==> src/rtl/trafficlight_ctrl.sv <==
// -----------------------------------------------------------------------------
// trafficlight_ctrl
//   Two-road (NS / EW) intersection controller with configurable phase
//   durations and a latched pedestrian request. A pending request shortens the
//   current green to MIN_GREEN_T and is served as an all-red WALK phase after
//   the next clearance.
//
//   Optional build macro: TL_FLASH_EN
//     When defined, adds input flash_req and parameter FLASH_T. While
//     flash_req is high, both roads flash yellow. Dropping flash_req goes to
//     all-red, and the next green is NS.
//
// Ports
//   clk       in   system clock, rising edge
//   rst       in   synchronous active-high reset
//   pdst      in   pedestrian button (level or pulse)
//   flash_req in   flash override request (TL_FLASH_EN only)
//   light_ns  out  NS lamps one-hot: 100 red, 010 yellow, 001 green
//   light_ew  out  EW lamps, same encoding
//   walk      out  pedestrian walk signal
//   ped_pend  out  latched pedestrian request indicator
// -----------------------------------------------------------------------------
module trafficlight_ctrl #(
  parameter int GREEN_T     = 20,
  parameter int MIN_GREEN_T = 5,
  parameter int YELLOW_T    = 4,
  parameter int ALLRED_T    = 2,
  parameter int WALK_T      = 10,
  parameter int CNT_W       = 8
`ifdef TL_FLASH_EN
  , parameter int FLASH_T   = 8
`endif
) (
  input  logic       clk,
  input  logic       rst,
  input  logic       pdst,
`ifdef TL_FLASH_EN
  input  logic       flash_req,
`endif
  output logic [2:0] light_ns,
  output logic [2:0] light_ew,
  output logic       walk,
  output logic       ped_pend
);

  typedef enum logic [2:0] {
    PH_GREEN  = 3'd0,
    PH_YELLOW = 3'd1,
    PH_ALLRED = 3'd2,
    PH_WALK   = 3'd3
`ifdef TL_FLASH_EN
    , PH_FLASH = 3'd4
`endif
  } phase_t;

  localparam logic [2:0] LAMP_RED = 3'b100;
  localparam logic [2:0] LAMP_YEL = 3'b010;
  localparam logic [2:0] LAMP_GRN = 3'b001;
  localparam logic [2:0] LAMP_OFF = 3'b000;

  // Terminal counts: a phase of duration D ends when the counter reaches D-1.
  localparam logic [CNT_W-1:0] GREEN_LAST  = CNT_W'(GREEN_T - 1);
  localparam logic [CNT_W-1:0] MIN_LAST    = CNT_W'(MIN_GREEN_T - 1);
  localparam logic [CNT_W-1:0] YELLOW_LAST = CNT_W'(YELLOW_T - 1);
  localparam logic [CNT_W-1:0] ALLRED_LAST = CNT_W'(ALLRED_T - 1);
  localparam logic [CNT_W-1:0] WALK_LAST   = CNT_W'(WALK_T - 1);
  localparam logic [CNT_W-1:0] CNT_ONE     = CNT_W'(1);
  localparam int               CNT_MAX     = (1 << CNT_W) - 1;

`ifdef TL_FLASH_EN
  localparam logic [CNT_W-1:0] FLASH_LAST  = CNT_W'(FLASH_T - 1);
  localparam bit FLASH_OK = (FLASH_T >= 1) && ((FLASH_T - 1) <= CNT_MAX);
`else
  localparam bit FLASH_OK = 1'b1;
`endif

  localparam bit CFG_OK = (GREEN_T >= 1) && (YELLOW_T >= 1) && (ALLRED_T >= 1) &&
                          (WALK_T >= 1) && (MIN_GREEN_T >= 1) &&
                          (MIN_GREEN_T <= GREEN_T) &&
                          ((GREEN_T - 1) <= CNT_MAX) && ((YELLOW_T - 1) <= CNT_MAX) &&
                          ((ALLRED_T - 1) <= CNT_MAX) && ((WALK_T - 1) <= CNT_MAX) &&
                          FLASH_OK;

  phase_t           r_phase;
  logic             r_dir;
  logic [CNT_W-1:0] r_cnt;
  logic             r_ped;
  logic             r_flash_on;

  phase_t           w_phase_nxt;
  logic             w_dir_nxt;
  logic             w_cnt_clr;
  logic             w_ped_nxt;
  logic             w_ped_set;
  logic             w_flash_on_nxt;

  // Parameter sanity check, evaluated once at start of simulation.
  always_comb begin
    if (!CFG_OK) begin
      $error("trafficlight_ctrl: duration parameters out of range for CNT_W=%0d", CNT_W);
    end else begin
    end
  end

  // State register with synchronous reset.
  always_ff @(posedge clk) begin
    if (rst) begin
      r_phase    <= PH_GREEN;
      r_dir      <= 1'b0;
      r_cnt      <= '0;
      r_ped      <= 1'b0;
      r_flash_on <= 1'b0;
    end else begin
      r_phase    <= w_phase_nxt;
      r_dir      <= w_dir_nxt;
      r_cnt      <= w_cnt_clr ? '0 : (r_cnt + CNT_ONE);
      r_ped      <= w_ped_nxt;
      r_flash_on <= w_flash_on_nxt;
    end
  end

  // Next-state logic: phase sequencing, direction, counter clear, request latch.
  always_comb begin
    w_phase_nxt    = r_phase;
    w_dir_nxt      = r_dir;
    w_cnt_clr      = 1'b0;
    w_ped_set      = pdst && (r_phase != PH_WALK);
    w_ped_nxt      = r_ped | w_ped_set;
    w_flash_on_nxt = r_flash_on;

    case (r_phase)
      PH_GREEN: begin
        if ((r_cnt == GREEN_LAST) || (r_ped && (r_cnt >= MIN_LAST))) begin
          w_phase_nxt = PH_YELLOW;
          w_cnt_clr   = 1'b1;
        end else begin
        end
      end
      PH_YELLOW: begin
        if (r_cnt == YELLOW_LAST) begin
          w_phase_nxt = PH_ALLRED;
          w_dir_nxt   = ~r_dir;
          w_cnt_clr   = 1'b1;
        end else begin
        end
      end
      PH_ALLRED: begin
        if (r_cnt == ALLRED_LAST) begin
          w_cnt_clr = 1'b1;
          if (r_ped) begin
            // Entering WALK consumes the request; a same-cycle press is dropped.
            w_phase_nxt = PH_WALK;
            w_ped_nxt   = 1'b0;
          end else begin
            w_phase_nxt = PH_GREEN;
          end
        end else begin
        end
      end
      PH_WALK: begin
        // dir already toggled at the clearance, so the next green is the other road.
        if (r_cnt == WALK_LAST) begin
          w_phase_nxt = PH_GREEN;
          w_cnt_clr   = 1'b1;
        end else begin
        end
      end
`ifdef TL_FLASH_EN
      PH_FLASH: begin
        if (!flash_req) begin
          // dir=0 so the all-red exit hands green to NS.
          w_phase_nxt    = PH_ALLRED;
          w_dir_nxt      = 1'b0;
          w_cnt_clr      = 1'b1;
          w_flash_on_nxt = 1'b0;
        end else if (r_cnt == FLASH_LAST) begin
          w_cnt_clr      = 1'b1;
          w_flash_on_nxt = ~r_flash_on;
        end else begin
        end
      end
`endif
      default: begin
        w_phase_nxt = PH_GREEN;
        w_dir_nxt   = 1'b0;
        w_cnt_clr   = 1'b1;
        w_ped_nxt   = 1'b0;
      end
    endcase

`ifdef TL_FLASH_EN
    // Flash overrides any phase; a request is kept rather than consumed.
    if (flash_req && (r_phase != PH_FLASH)) begin
      w_phase_nxt    = PH_FLASH;
      w_dir_nxt      = r_dir;
      w_cnt_clr      = 1'b1;
      w_flash_on_nxt = 1'b1;
      w_ped_nxt      = r_ped | w_ped_set;
    end else begin
    end
`endif
  end

  // Moore output decode from registered state.
  always_comb begin
    light_ns = LAMP_RED;
    light_ew = LAMP_RED;
    walk     = 1'b0;
    case (r_phase)
      PH_GREEN: begin
        if (r_dir) begin
          light_ew = LAMP_GRN;
        end else begin
          light_ns = LAMP_GRN;
        end
      end
      PH_YELLOW: begin
        if (r_dir) begin
          light_ew = LAMP_YEL;
        end else begin
          light_ns = LAMP_YEL;
        end
      end
      PH_ALLRED: begin
        light_ns = LAMP_RED;
      end
      PH_WALK: begin
        walk = 1'b1;
      end
`ifdef TL_FLASH_EN
      PH_FLASH: begin
        light_ns = r_flash_on ? LAMP_YEL : LAMP_OFF;
        light_ew = r_flash_on ? LAMP_YEL : LAMP_OFF;
      end
`endif
      default: begin
        walk = 1'b0;
      end
    endcase
  end

  assign ped_pend = r_ped;

endmodule
==> config.mk <==
export PLATFORM = sky130hd
export DESIGN_NAME = trafficlight_ctrl
export DESIGN_NICKNAME = d
export VERILOG_FILES = /design/src/rtl/trafficlight_ctrl.sv
export SDC_FILE = /design/constraint.sdc
export NUM_CORES = 1
export LEC_CHECK = 0
export ABC_AREA = 1
export CORE_AREA = 2 2 40 42
export DETAILED_ROUTE_END_ITERATION = 7
export DIE_AREA = 0 0 42 44
export HOLD_SLACK_MARGIN = 0.02
export PLACE_DENSITY = 0.77
export SYNTH_ARGS = -nofsm -noshare
export SYNTH_HDL_FRONTEND = slang
export SYNTH_SLANG_ARGS = --single-unit
==> constraint.sdc <==
create_clock -name clk -period 3.4 [get_ports clk]
set_clock_uncertainty 0.2 [all_clocks]
set_input_delay 1.02 -clock clk [delete_from_list [all_inputs] [get_ports clk]]
set_output_delay 1.02 -clock clk [all_outputs]
set_load 0.05 [all_outputs]
Yosys cells after proc, flatten, opt, wreduce, memory -nomap -nowiden
Cells that the tools add are included.
- bits in registers: 13
- output and inout port bits: 8
- logic and storage cells: 53
- add/subtract/negate cells: 1
- $lt $le $gt $ge: 1
- equal/unequal tests: 12
- multiplexer cells: 23
- bitwise gates (word level): 3
- reductions and logical operators: 9
- operators by type and width (operator ; number):
    3-bit two-way mux ; 8
    3-bit case mux with 2 select lines ; 2
    3-bit case mux with 4 select lines ; 1
    8-bit by 1-bit adder with 8-bit output (second input constant) ; 1
    8-bit by 1-bit equality test with 1-bit output (second input constant) ; 1
    8-bit by 2-bit equality test with 1-bit output (second input constant) ; 1
    8-bit by 4-bit equality test with 1-bit output (second input constant) ; 1
    8-bit by 5-bit equality test with 1-bit output (second input constant) ; 1
    8-bit by 3-bit >= comparator with 1-bit output (second input constant) ; 1
    1-bit two-way mux ; 8
    2-bit inequality test (second input constant) ; 4
    3-bit by 2-bit equality test with 1-bit output (second input constant) ; 2
    3-bit OR reduction ; 2
    1-bit case mux with 2 select lines ; 2
    1-bit case mux with 4 select lines ; 1
    4-bit AND reduction ; 1
    3-bit by 1-bit equality test with 1-bit output (second input constant) ; 1
    3-bit zero test ; 1
    3-bit by 2-bit inequality test with 1-bit output (second input constant) ; 1
    1-bit logical AND ; 2
    2-bit two-way mux ; 1
    1-bit inverter ; 2
    2-bit AND reduction ; 1
    2-bit OR reduction ; 1
    other kinds (2) ; 2

Depth between registers and ports, before layout
- depth in word-level cells: 6
- depth in mapped cells: 10
- mapped depth without buffers: 10

Worst setup path before layout
No wires, ideal clock.
- kind: register to output
- start: register r_phase[0]
- end: output port light_ew[0]
- arrival: 1.233 ns
- data required time: 2.180 ns
- setup slack: 0.947 ns
- cell stages (with the launch flop): 4
- buffers on the path: 0
- cell sequence: dfxtp_1 nor2_1 inv_1 nor2_1
- longest elaborated chain between the ends: 2
- RTL lines (element ; RTL line ; text):
    from (decl) ; 84 ; phase_t r_phase;
    from (signal assigned) ; 114 ; r_phase <= w_phase_nxt;
    3-bit by 1-bit equality test with 1-bit output or 3-bit zero test (tied branches) ; 209 ; case (r_phase)
    3-bit case mux with 2 select lines * ; 209 ;
    to (decl) ; 41 ; output logic [2:0] light_ew,
Every way passes the cells marked *; elsewhere a longest branch is shown, timed or not.

Worst setup path in the final report
- start: register r_phase[0]
- end: output port light_ns[0]
- longest elaborated chain between the ends: 2
- RTL lines (element ; RTL line ; text):
    3-bit by 1-bit equality test with 1-bit output or 3-bit zero test (tied branches) ; 209 ;
    3-bit case mux with 2 select lines * ; 209 ;
    to (decl) ; 40 ; output logic [2:0] light_ns,
Marks and branches as above.

==> impl_metrics.py <==
metrics = {
    "placement": {
        "dp.final_hpwl_mm": 1.08,
        "place.gp.congestion": 0.805,
        "io_buffers": 10,
        "placed_area_um2": 842,
    },
    "yosys": {
        "synthesis.yosys.warnings": 0,
        "syn_nets": 114,
        "synth_compound_area_share_pct": 3.58,
        "synthXorXnorAreaFrac_pct": 8.36,
        "netlist_instances": 108,
        "ys_seq_area_share_pct": 32.8,
        "synth_area_per_cell_um2": 6.79,
        "synth_top_family_by_area": "simple AND/OR/NAND/NOR gates",
        "netlist_area_um2": 733,
        "yosys.area_share.adder_pct": 5.12,
        "synth_cell_types": 20,
        "muxShareOfSynthArea_pct": 0,
        "synthSimpleGateAreaFrac_pct": 39.4,
        "ys_ff_latch": 12,
    },
    "global_route": {
        "track_usage_pct": 18.1,
        "grt_max_degree": 13,
        "grt_antenna_before_repair": 0,
        "overflow": 0,
        "grt_pass1_vias": 667,
        "grt_first_pass_wirelength_mm": 2.57,
    },
    "power": {
        "p_per_area_nw_per_um2": 397,
        "peakVddDrop_mv": 0.251,
        "p_leak_nw": 0.394,
    },
    "final_layout": {
        "final_nets": 127,
        "drive_above_1_share_pct": 8.40,
        "num_antenna_cells": 0,
        "final_area_um2": 865,
        "syn2layout_area_growth_pct": 17.9,
        "final_util_pct": 60.9,
    },
    "timing": {
        "period_share_pct": 90.0,
        "setup-tns-final_ns": 0,
        "period_needed_ns": 3.06,
        "rsz0062_at_grt": "false",
        "setup_viol": 0,
        "tightest_slew_ns": 0.491,
        "finalHoldViolations": 0,
        "max_freq_mhz": 327,
        "relSlewSlack_pct": 67.2,
        "maxSlewViolCount": 0,
    },
    "hold_path": {
        "min_path_type": "flop to flop",
        "min_from": "r_cnt[0]$_SDFF_PP0_",
    },
    "critical_path": {
        "worstReg2RegStart": "r_cnt[0]$_SDFF_PP0_",
        "cp.buffers_inverters": 2,
        "path_delay_family": "buffers and inverters",
        "cp_slowest_cell": "clkdlybuf4s50_1",
        "cp.arrival_ns": 1.84,
        "crit_path_start_kind": "flop",
        "critPathMostFrequentCell": "nor2_1",
        "critPathMaxFanout": 6,
        "slowest_delay_ns": 0.80,
        "critPathKind": "flop to output port",
        "worstSetupEndpointType": "output port",
        "crit_path_cell_trace": "nor2_1, inv_1, nor2_1, clkdlybuf4s50_1",
        "startpoint": "r_phase[0]$_SDFFE_PP0P_",
        "r2r_setup_slack_ns": 1.77,
        "worstPathRequired_ns": 2.18,
    },
    "floorplan": {
        "die_area_um2": 1850,
        "std_cell_rows": 14,
        "fp.coreArea_um2": 1420,
        "die_h_um": 44,
        "start_util_pct": 51.7,
        "num_io_pins": 11,
        "die_w_um": 42,
    },
    "detailed_routing": {
        "vias": 665,
        "first_pass_iters": 4,
        "drc": 0,
        "routedWlPerCell_um": 10.4,
        "drtIter0Drc": 18,
        "viasPerCell": 4.93,
        "wl_mm": 1.40,
        "drtAntennaViolNets": 0,
    },
    "clock_network": {
        "cts_made_buffers": 3,
        "cts_setup_buffers": 0,
        "cts-htree-levels": 1,
        "cts_sinks": 12,
        "clockBufferDepth": 2,
        "clockRootBuffer": "clkbuf_4",
        "cts_tree": "built",
        "worstSkewPairLatency_ns": 0.28,
        "ctsHoldBuffers": 0,
        "clk_pin_slew_ns": 0.07,
        "cts.repair.resized": 0,
    },
    "flow_run": {
        "maxCapViolCount": 0,
    },
    "status": {
        "status": "complete, no violations",
    },
}
cell usage after synthesis (all sizes together):
master / count / area, µm²
a311oi: 1 / 8.76
a21oi: 1 / 5.00
nor2: 21 / 88.8
nand4: 2 / 12.5
nor3: 8 / 40.0
nand3: 9 / 62.6
buf: 1 / 7.51
clkbuf: 1 / 3.75
inv: 18 / 67.6
ha: 3 / 37.5
xnor2: 1 / 8.76
o21ai: 1 / 5.00
dfxtp: 12 / 240
xor2: 6 / 52.6
o21bai: 1 / 7.51
nand2: 22 / 85.1
routing by layer:
metal	routed length (µm)	global-route usage, %	vias to the layer above	share of wire, %
met5	0	0	-	0
met4	52	11.6	0	3.7
met3	55	2.92	7	3.9
met2	688	31.6	13	49
met1	602	20.7	290	43
li1	-	-	355	-
through the flow:
step	power (mW)	instances	setup WS (ns)	hold slack [ns]
after global placement	0.256	132	0.681	0.325
after global routing	0.362	135	0.240	0.374
final	0.343	135	0.338	0.342
after floorplan	0.235	108	0.947	0.294
after detailed placement	0.259	132	0.639	0.344
after CTS	0.345	135	0.330	0.355
power breakdown:
| part | total [mW] | internal (mW) | switching, mW |
|---|---|---|---|
| clock network | 0.0877 | 0.0411 | 0.0466 |
| logic | 0.0950 | 0.0333 | 0.0616 |
| registers | 0.160 | 0.149 | 0.0110 |
| total | 0.343 | 0.224 | 0.119 |
placed cells by master, fill, tap and decap left out, types with 2 or more instances in the layout:
master	count
nor2_2	4
ha_1	3
nor3_1	8
clkdlybuf4s50_1	10
nand2_1	21
clkbuf_4	3
inv_1	18
dfxtp_1	12
nand4_1	2
xor2_1	6
nand3_1	7
nor2_1	17
state kept, by name (all words and copies together), names as in the netlist:
name,count
ped_pend,1
r_cnt,8
r_dir,1
r_phase,2
area by class of cell:
type | instances | area (µm²)
Tap cell | 16 | 20.0
Fill cell | 123 | 554
Sequential cell | 12 | 240
Inverter | 18 | 67.6
Multi-Input combinational cell | 76 | 414
Timing Repair Buffer | 10 | 100
Clock buffer | 3 | 22.5
cells by family after synthesis:
group | count (synthesis)
fa+ha+maj | 3
xor+xnor | 7
flops | 12
buf+inv | 20
compound gates | 4
simple gates | 62
final timing paths:
kind | endpoint | cells past startpoint
hold / removal | r_cnt[0]$_SDFF_PP0_ | 1
hold reg to reg | r_cnt[0]$_SDFF_PP0_ | 1
setup reg to reg | r_cnt[6]$_SDFF_PP0_ | 6
setup / recovery | light_ns[0] | 4
(Power assumes the default switching activity.)
